===== src/rtl/button_conditioner.sv =====
// Pushbutton front end: 2-flop sync, debounce, press / delayed-auto-repeat pulses, left/right conflict.
// Define BUTTON_AUTOREPEAT_EN to build the DELAY/REPEAT auto-repeat path; otherwise one pulse per press.
module button_lane #(
    parameter int DEBOUNCE_CYC = 3,
    parameter int DAS_DELAY    = 10,
    parameter int ARR_PERIOD   = 4
) (
    input  logic clk,
    input  logic rst_n,
    input  logic btn,
    input  logic en,
    input  logic hold,
    output logic held_nxt,
    output logic held,
    output logic press
);
    localparam int DB_W = $clog2(DEBOUNCE_CYC + 1);

`ifdef BUTTON_AUTOREPEAT_EN
    localparam int REP_MAX = (DAS_DELAY > ARR_PERIOD) ? DAS_DELAY : ARR_PERIOD;
    localparam int REP_W   = $clog2(REP_MAX + 1);
    typedef enum logic [1:0] {IDLE, DELAY, REPEAT} state_t;
    logic [REP_W-1:0] rep;
`else
    typedef enum logic {IDLE, HELD} state_t;
    logic unused_cfg;
    assign unused_cfg = (DAS_DELAY > 0) ^ (ARR_PERIOD > 0);
`endif

    state_t          state;
    logic [1:0]      sync;
    logic [DB_W-1:0] db_cnt, db_cnt_nxt;
    logic            rise;

    // Next debounced level is exported so the pulse logic reacts on the same edge held rises.
    always_comb begin
        held_nxt   = held;
        db_cnt_nxt = '0;
        if (sync[1] != held) begin
            if (int'(db_cnt) + 1 >= DEBOUNCE_CYC) held_nxt = ~held;
            else                                  db_cnt_nxt = db_cnt + 1'b1;
        end
    end

    assign rise = held_nxt & ~held;

    always_ff @(posedge clk or negedge rst_n) begin
        if (!rst_n) begin
            sync   <= '0;
            db_cnt <= '0;
            held   <= 1'b0;
            press  <= 1'b0;
            state  <= IDLE;
`ifdef BUTTON_AUTOREPEAT_EN
            rep    <= '0;
`endif
        end else begin
            sync   <= {sync[0], btn};
            db_cnt <= db_cnt_nxt;
            held   <= held_nxt;
            press  <= 1'b0;
            if (!held_nxt || !en) begin
                state <= IDLE;
`ifdef BUTTON_AUTOREPEAT_EN
                rep   <= '0;
`endif
            end else if (hold) begin
                // Parked with a zeroed count; an IDLE lane left over from enable-off stays IDLE.
                if (state != IDLE || rise) begin
`ifdef BUTTON_AUTOREPEAT_EN
                    state <= DELAY;
                    rep   <= '0;
`else
                    state <= HELD;
`endif
                end
            end else begin
                case (state)
                    IDLE: if (rise) begin
                        press <= 1'b1;
`ifdef BUTTON_AUTOREPEAT_EN
                        state <= DELAY;
`else
                        state <= HELD;
`endif
                    end
`ifdef BUTTON_AUTOREPEAT_EN
                    DELAY: if (int'(rep) + 1 >= DAS_DELAY) begin
                        press <= 1'b1;
                        rep   <= '0;
                        state <= REPEAT;
                    end else begin
                        rep <= rep + 1'b1;
                    end
                    REPEAT: if (int'(rep) + 1 >= ARR_PERIOD) begin
                        press <= 1'b1;
                        rep   <= '0;
                    end else begin
                        rep <= rep + 1'b1;
                    end
`else
                    HELD: state <= HELD;
`endif
                    default: state <= IDLE;
                endcase
            end
        end
    end
endmodule

module button_conditioner #(
    parameter int N_BTN        = 4,
    parameter int DEBOUNCE_CYC = 3,
    parameter int DAS_DELAY    = 10,
    parameter int ARR_PERIOD   = 4
) (
    input  logic             clk,
    input  logic             rst_n,
    input  logic [N_BTN-1:0] btn_i,
    input  logic             enable_i,
    output logic [N_BTN-1:0] press_o,
    output logic [N_BTN-1:0] held_o
);
    logic [N_BTN-1:0] held_nxt;
    logic             lateral_hold;

    // Covers the cycle both rise and the cycle one of them drops, so the survivor restarts its delay.
    assign lateral_hold = (held_nxt[0] & held_nxt[1]) | (held_o[0] & held_o[1]);

    for (genvar i = 0; i < N_BTN; i++) begin : g_lane
        button_lane #(
            .DEBOUNCE_CYC(DEBOUNCE_CYC),
            .DAS_DELAY   (DAS_DELAY),
            .ARR_PERIOD  (ARR_PERIOD)
        ) u_lane (
            .clk     (clk),
            .rst_n   (rst_n),
            .btn     (btn_i[i]),
            .en      (enable_i),
            .hold    ((i < 2) ? lateral_hold : 1'b0),
            .held_nxt(held_nxt[i]),
            .held    (held_o[i]),
            .press   (press_o[i])
        );
    end
endmodule

===== config.mk =====
export PLATFORM = sky130hd
export DESIGN_NAME = button_conditioner
export DESIGN_NICKNAME = d
export VERILOG_FILES = /design/src/rtl/button_conditioner.sv
export SDC_FILE = /design/constraint.sdc
export NUM_CORES = 1
export LEC_CHECK = 0
export ABC_AREA = 1
export BUFFER_PORTS_ARGS = -buffer_cell sky130_fd_sc_hd__buf_2
export CAP_MARGIN = 0
export CORE_ASPECT_RATIO = 1.25
export CORE_MARGIN = 1
export CORE_UTILIZATION = 45
export CTS_BUF_LIST = sky130_fd_sc_hd__clkbuf_8
export DETAILED_ROUTE_END_ITERATION = 12
export GPL_TIMING_DRIVEN = 0
export PLACE_DENSITY = 0.66
export SKIP_CTS_REPAIR_TIMING = 1
export SYNTH_ARGS = -nofsm -noshare
export SYNTH_HDL_FRONTEND = slang
export SYNTH_SLANG_ARGS = --single-unit

===== constraint.sdc =====
create_clock -name clk -period 0.8 [get_ports clk]
set_input_delay 0.12 -clock clk [delete_from_list [all_inputs] [get_ports clk]]
set_output_delay 0.12 -clock clk [all_outputs]
set_load 0.05 [all_outputs]

### Yosys cells after proc, flatten, opt, wreduce, memory -nomap -nowiden

Cells that the tools add are included.

| operators by class | value |
|---|---|
| eq/ne operators | 6 |
| bitwise operators | 15 |
| multiplexer cells | 42 |
| add/subtract/negate cells | 8 |
| reductions and logical operators | 11 |
| magnitude comparators | 4 |

Operators with widths:

| operator | count |
|---|---|
| greater-or-equal comparator 32 x 3 -> 1 bit (second input constant) | 4 |
| two-way mux 1 bit | 30 |
| two-way mux 2 bit | 8 |
| adder 2 x 1 -> 3 bit (second input constant) | 4 |
| adder 2 x 1 -> 2 bit (second input constant) | 4 |
| NOT 1 bit | 8 |
| case mux 1 bit (2 select lines) | 4 |
| bitwise AND 1 bit | 6 |
| logical OR 1 bit | 6 |
| zero test 1 bit | 5 |
| inequality test 1 bit | 4 |
| inequality test 3 x 1 -> 1 bit (second input constant) | 1 |
| inequality test 3 bit (second input constant) | 1 |
| OR 1 bit | 1 |

| storage, ports and cells | value |
|---|---|
| bits in registers | 28 |
| output and inout port bits | 8 |

### Longest topological paths before layout

| depth | value |
|---|---|
| depth in word-level cells | 9 |
| depth in mapped cells | 6 |
| gate-level depth less buffers | 6 |

### Hierarchy

A second synthesis with hierarchy kept.

| second synthesis, totals | value |
|---|---|
| cells, all modules | 108 |
| area total of the unflattened synthesis | 1,101.1 µm² |

Modules (own cells, without submodules):

| module | instances | area each (µm²) | cells an instance |
|---|---|---|---|
| button_lane | 4 | 271.5 | 26 |
| button_conditioner | 1 | 15.0 | 4 |

### Worst setup path before layout

Ideal clock, no wire load.

| path | value |
|---|---|
| path kind | register -> register |
| start | register g_lane[0].u_lane.db_cnt[1] |
| end | register g_lane[0].u_lane.press |
| stages on the path, launching flop included | 7 |
| arrival | 0.724 ns |
| period minus slack after synthesis | 0.840 ns |
| setup time | 0.116 ns |
| slack | -0.040 ns |
| cell sequence | dfrtp_1 -> inv_2 -> nand2_1 -> nand2_2 -> nand2_1 -> nand2_1 -> nor2_1 |

| between the ends | value |
|---|---|
| word-level cells in the longest chain between the ends | 9 |

RTL lines:

| item | RTL line | text |
|---|---|---|
| from (decl) | 32 | `logic [DB_W-1:0] db_cnt, db_cnt_nxt;` |
| from (signal assigned) | 59 | `db_cnt <= db_cnt_nxt;` |
| adder 2 x 1 -> 3 bit (*) | 40 | `if (int'(db_cnt) + 1 >= DEBOUNCE_CYC) held_nxt = ~held;` |
| greater-or-equal comparator 32 x 3 -> 1 bit (*) | 40 |  |
| two-way mux 1 bit (*) | 40 |  |
| two-way mux 1 bit (*) | 39 | `if (sync[1] != held) begin` |
| net g_lane[0].u_lane.held_nxt | 13 | `output logic held_nxt,` |
| bitwise AND 1 bit | 45 | `assign rise = held_nxt & ~held;` |
| two-way mux 1 bit | 79 | `IDLE: if (rise) begin` |
| two-way mux 1 bit | 78 | `case (state)` |
| two-way mux 1 bit | 67 | `end else if (hold) begin` |
| two-way mux 1 bit (*) | 62 | `if (!held_nxt \|\| !en) begin` |
| to (signal assigned) | 52 | `press <= 1'b0;` |
| to (signal assigned) | 61 | `press <= 1'b0;` |
| to (signal assigned) | 80 | `press <= 1'b1;` |
| to (decl) | 15 | `output logic press` |

Mark *: on every way through the listed nets, which the timed path passes. The rest lies on a longest branch.
A chain may end at the register's enable or synchronous reset.

### Final worst setup path

| path | value |
|---|---|
| start | register g_lane[0].u_lane.held |
| end | output held_o[0] |

RTL lines:

| item | RTL line | text |
|---|---|---|
| from (decl) | 14 | `output logic held,` |
| from (signal assigned) | 60 | `held <= held_nxt;` |
| to (decl) | 122 | `output logic [N_BTN-1:0] held_o` |

No word-level cell between the ends.

==> reports/metrics.cfg <==
[worst_setup_path]
path_cells=buf_6 > buf_8
start_kind=flip-flop
path_class=reg2out
slowest_delay_ns=0.44
worst_r2r_endpoint=g_lane[0].u_lane.press
critPathRequiredTime_ns=0.68
crit_slowest_cell=dfrtp_2
regToRegStartpoint=g_lane[0].u_lane.held
reg2reg_slack_ns=-0.26
rr_worst_depth=6
arrival_ns=0.96
worstPathMaxFanout=3
crit_path_end_kind=primary output

[run_status]
violations=negative hold slack, negative setup slack
outcome=complete, but fails checks

[sta]
hold_viol=28
grt_setup_unrepaired=yes
skew_ns=0.001596
relSlewSlack=0.6033
hold_ws_ns=-0.1495
drv_slew=0
min_period_over_period=1.353
max_freq_mhz=924.0
min_period_ns=1.082
tightestPinTransition_ns=0.5951
finalSetupViolCount=27
setup_ws_ns=-0.2823

[floorplanning]
die_w_um=45.94
io_pins=15
die_h_um=56.93
start_util=0.4860
die_area_mm2=0.002615
core_mm2=0.002235
placement_rows=19

[global_route]
grt_pass1_vias=646
grt_overflow=0
antenna_found_initial=0
grt_max_degree=29
grt_use_total=0.1381
grt_pass1_wl_mm=2.635

[drt]
vias_per_cell=4.513
routed_wl_mm=1.742
drtIter0Drc=11
drc=0
wl_per_cell_um=10.89
route.vias.total=722
drt_pass1_iterations=3
drtAntennaViolNets=0

[clocking]
htreeDepth=1
cts.sinks=28
cts_tree=built
cts_root_buffer=clkbuf_8
path_clk_slew_ns=0.09
clock_latency_ns=0.26
cts_buffers=3
cts_buffer_depth=2

[final_layout]
final_util=0.6775
diodes=0
area_growth_pct=39.40
final_common_cell=dfrtp_1
drive_above_1_share=0.3953
final_cell_mix=dfrtp_1 (25), nand2_1 (20), inv_1 (9), nor2_1 (8), buf_8 (8)
n_fill_cell=180
fin_area_mm2=0.001514
final_nets=137

[run]
maxCapViolations=0

[synth]
yosys.cell_types.count=14
syn-num-nets=111
ys_seq_area_frac=0.6452
ys_seq_elements=28
syn-cell-area_mm2=0.001086
syn-instance-count=104
ys.warnings.count=0
avgSynthCellArea_um2=10.44

[power]
clkPwrFrac=0.150
p_sw_mw=2.081
leakage_nw=0.7560
seqPwrFrac=0.381
internal_power_mw=3.514
peakVddDrop_mv=2.449
combPwrFrac=0.469
sw_frac_of_total=0.3720
p_per_area_mw_per_mm2=3696

[placement]
dpl_cell_area_mm2=0.001195
hpwl_mm=1.042
io_buffer_count=14
place.gp.congestion=0.7574

[min_path]
min_path_type=in2async

## per-layer routing
layer | share of wire | wire (um) | track usage
met5 | 0 | 0 | 0
met4 | 0.0080 | 14 | 0.06303
met3 | 0.022 | 39 | 0.02894
met2 | 0.52 | 904 | 0.2133
met1 | 0.45 | 783 | 0.1824
## kinds of logic (layout without fill, tap and decap cells)
group,after synthesis,in the layout,share of synthesized area
and+or+nand+nor,43,43,0.1717
DFF,28,28,0.6452
buffers and inverters,23,48,0.1072
AOI/OAI and AO/OA,6,6,0.04378
xor gates and xnor gates,4,4,0.03225
## worst max-delay path by stage
stage                                     startpoint                     end  slack (ns)  cells after the start
after floorplan           g_lane[0].u_lane.db_cnt[1]  g_lane[0].u_lane.press       -0.04                      6
after global placement         g_lane[1].u_lane.held               held_o[1]       -0.12                      2
after detailed placement       g_lane[1].u_lane.held               held_o[1]       -0.13                      2
after CTS                      g_lane[1].u_lane.held               held_o[1]       -0.44                      2
after global routing           g_lane[1].u_lane.held               held_o[1]       -0.32                      2
final                          g_lane[0].u_lane.held               held_o[0]       -0.28                      2
## worst max-delay path: cells and delay by family (launching register included)
| kind | cells | cell delay, ns |
|---|---|---|
| buf+inv | 2 | 0.26 |
| flops | 1 | 0.44 |
## state kept, by name, summed over array words and instances (netlist names)
signal,cells
g_lane.u_lane.state,4
g_lane.u_lane.held,4
g_lane.u_lane.db_cnt,8
g_lane.u_lane.sync,8
g_lane.u_lane.press,4
## stage by stage
stage               hold WS (ns)  total power [mW]  setup slack, ns  std cells   TNS, ns
detailed placement        0.1621             3.722          -0.1342        149    -1.064
floorplan                -0.1756             3.385         -0.04034        104  -0.08286
global placement          0.1535             3.641          -0.1245        149   -0.6983
CTS                      -0.1293             4.562          -0.4364        153    -3.650
finish                   -0.1495             5.595          -0.2823        160    -3.872
global route             -0.1147             5.954          -0.3156        160    -5.067
## layout make-up
class / count / area, um^2 / area share
Sequential cell: 28 / 704.4 / 0.4653
Buffer: 4 / 45.04 / 0.02975
Tap cell: 31 / 38.79 / 0.02562
Timing Repair Buffer: 25 / 250.2 / 0.1653
Multi-Input combinational cell: 53 / 356.6 / 0.2355
Clock buffer: 4 / 55.05 / 0.03636
Inverter: 15 / 63.81 / 0.04215
## synthesized netlist by cell type
| cell type | number | area (um^2) |
|---|---|---|
| nand2_2 | 3 | 18.77 |
| o211a_1 | 2 | 20.02 |
| a21oi_1 | 2 | 10.01 |
| xnor2_1 | 4 | 35.03 |
| o21ai_2 | 2 | 17.52 |
| dfrtp_1 | 28 | 700.7 |
| nand2_1 | 20 | 75.07 |
| nor3_1 | 6 | 30.03 |
| inv_2 | 2 | 7.510 |
| nand3_1 | 4 | 20.02 |
| nor2_1 | 8 | 30.03 |
| nand4_1 | 2 | 12.51 |
| buf_4 | 8 | 60.06 |
| inv_1 | 13 | 48.80 |
## power by group through the flow
stage / clock (mW) / sequential (mW) / combinational, mW
after detailed placement: 0 / 2.11 / 1.61
after global placement: 0 / 2.08 / 1.56
after CTS: 0.863 / 2.08 / 1.62
after floorplan: 0 / 2.04 / 1.35
final: 0.838 / 2.13 / 2.63
after global routing: 0.932 / 2.18 / 2.84
(Power assumes the default switching activity.)
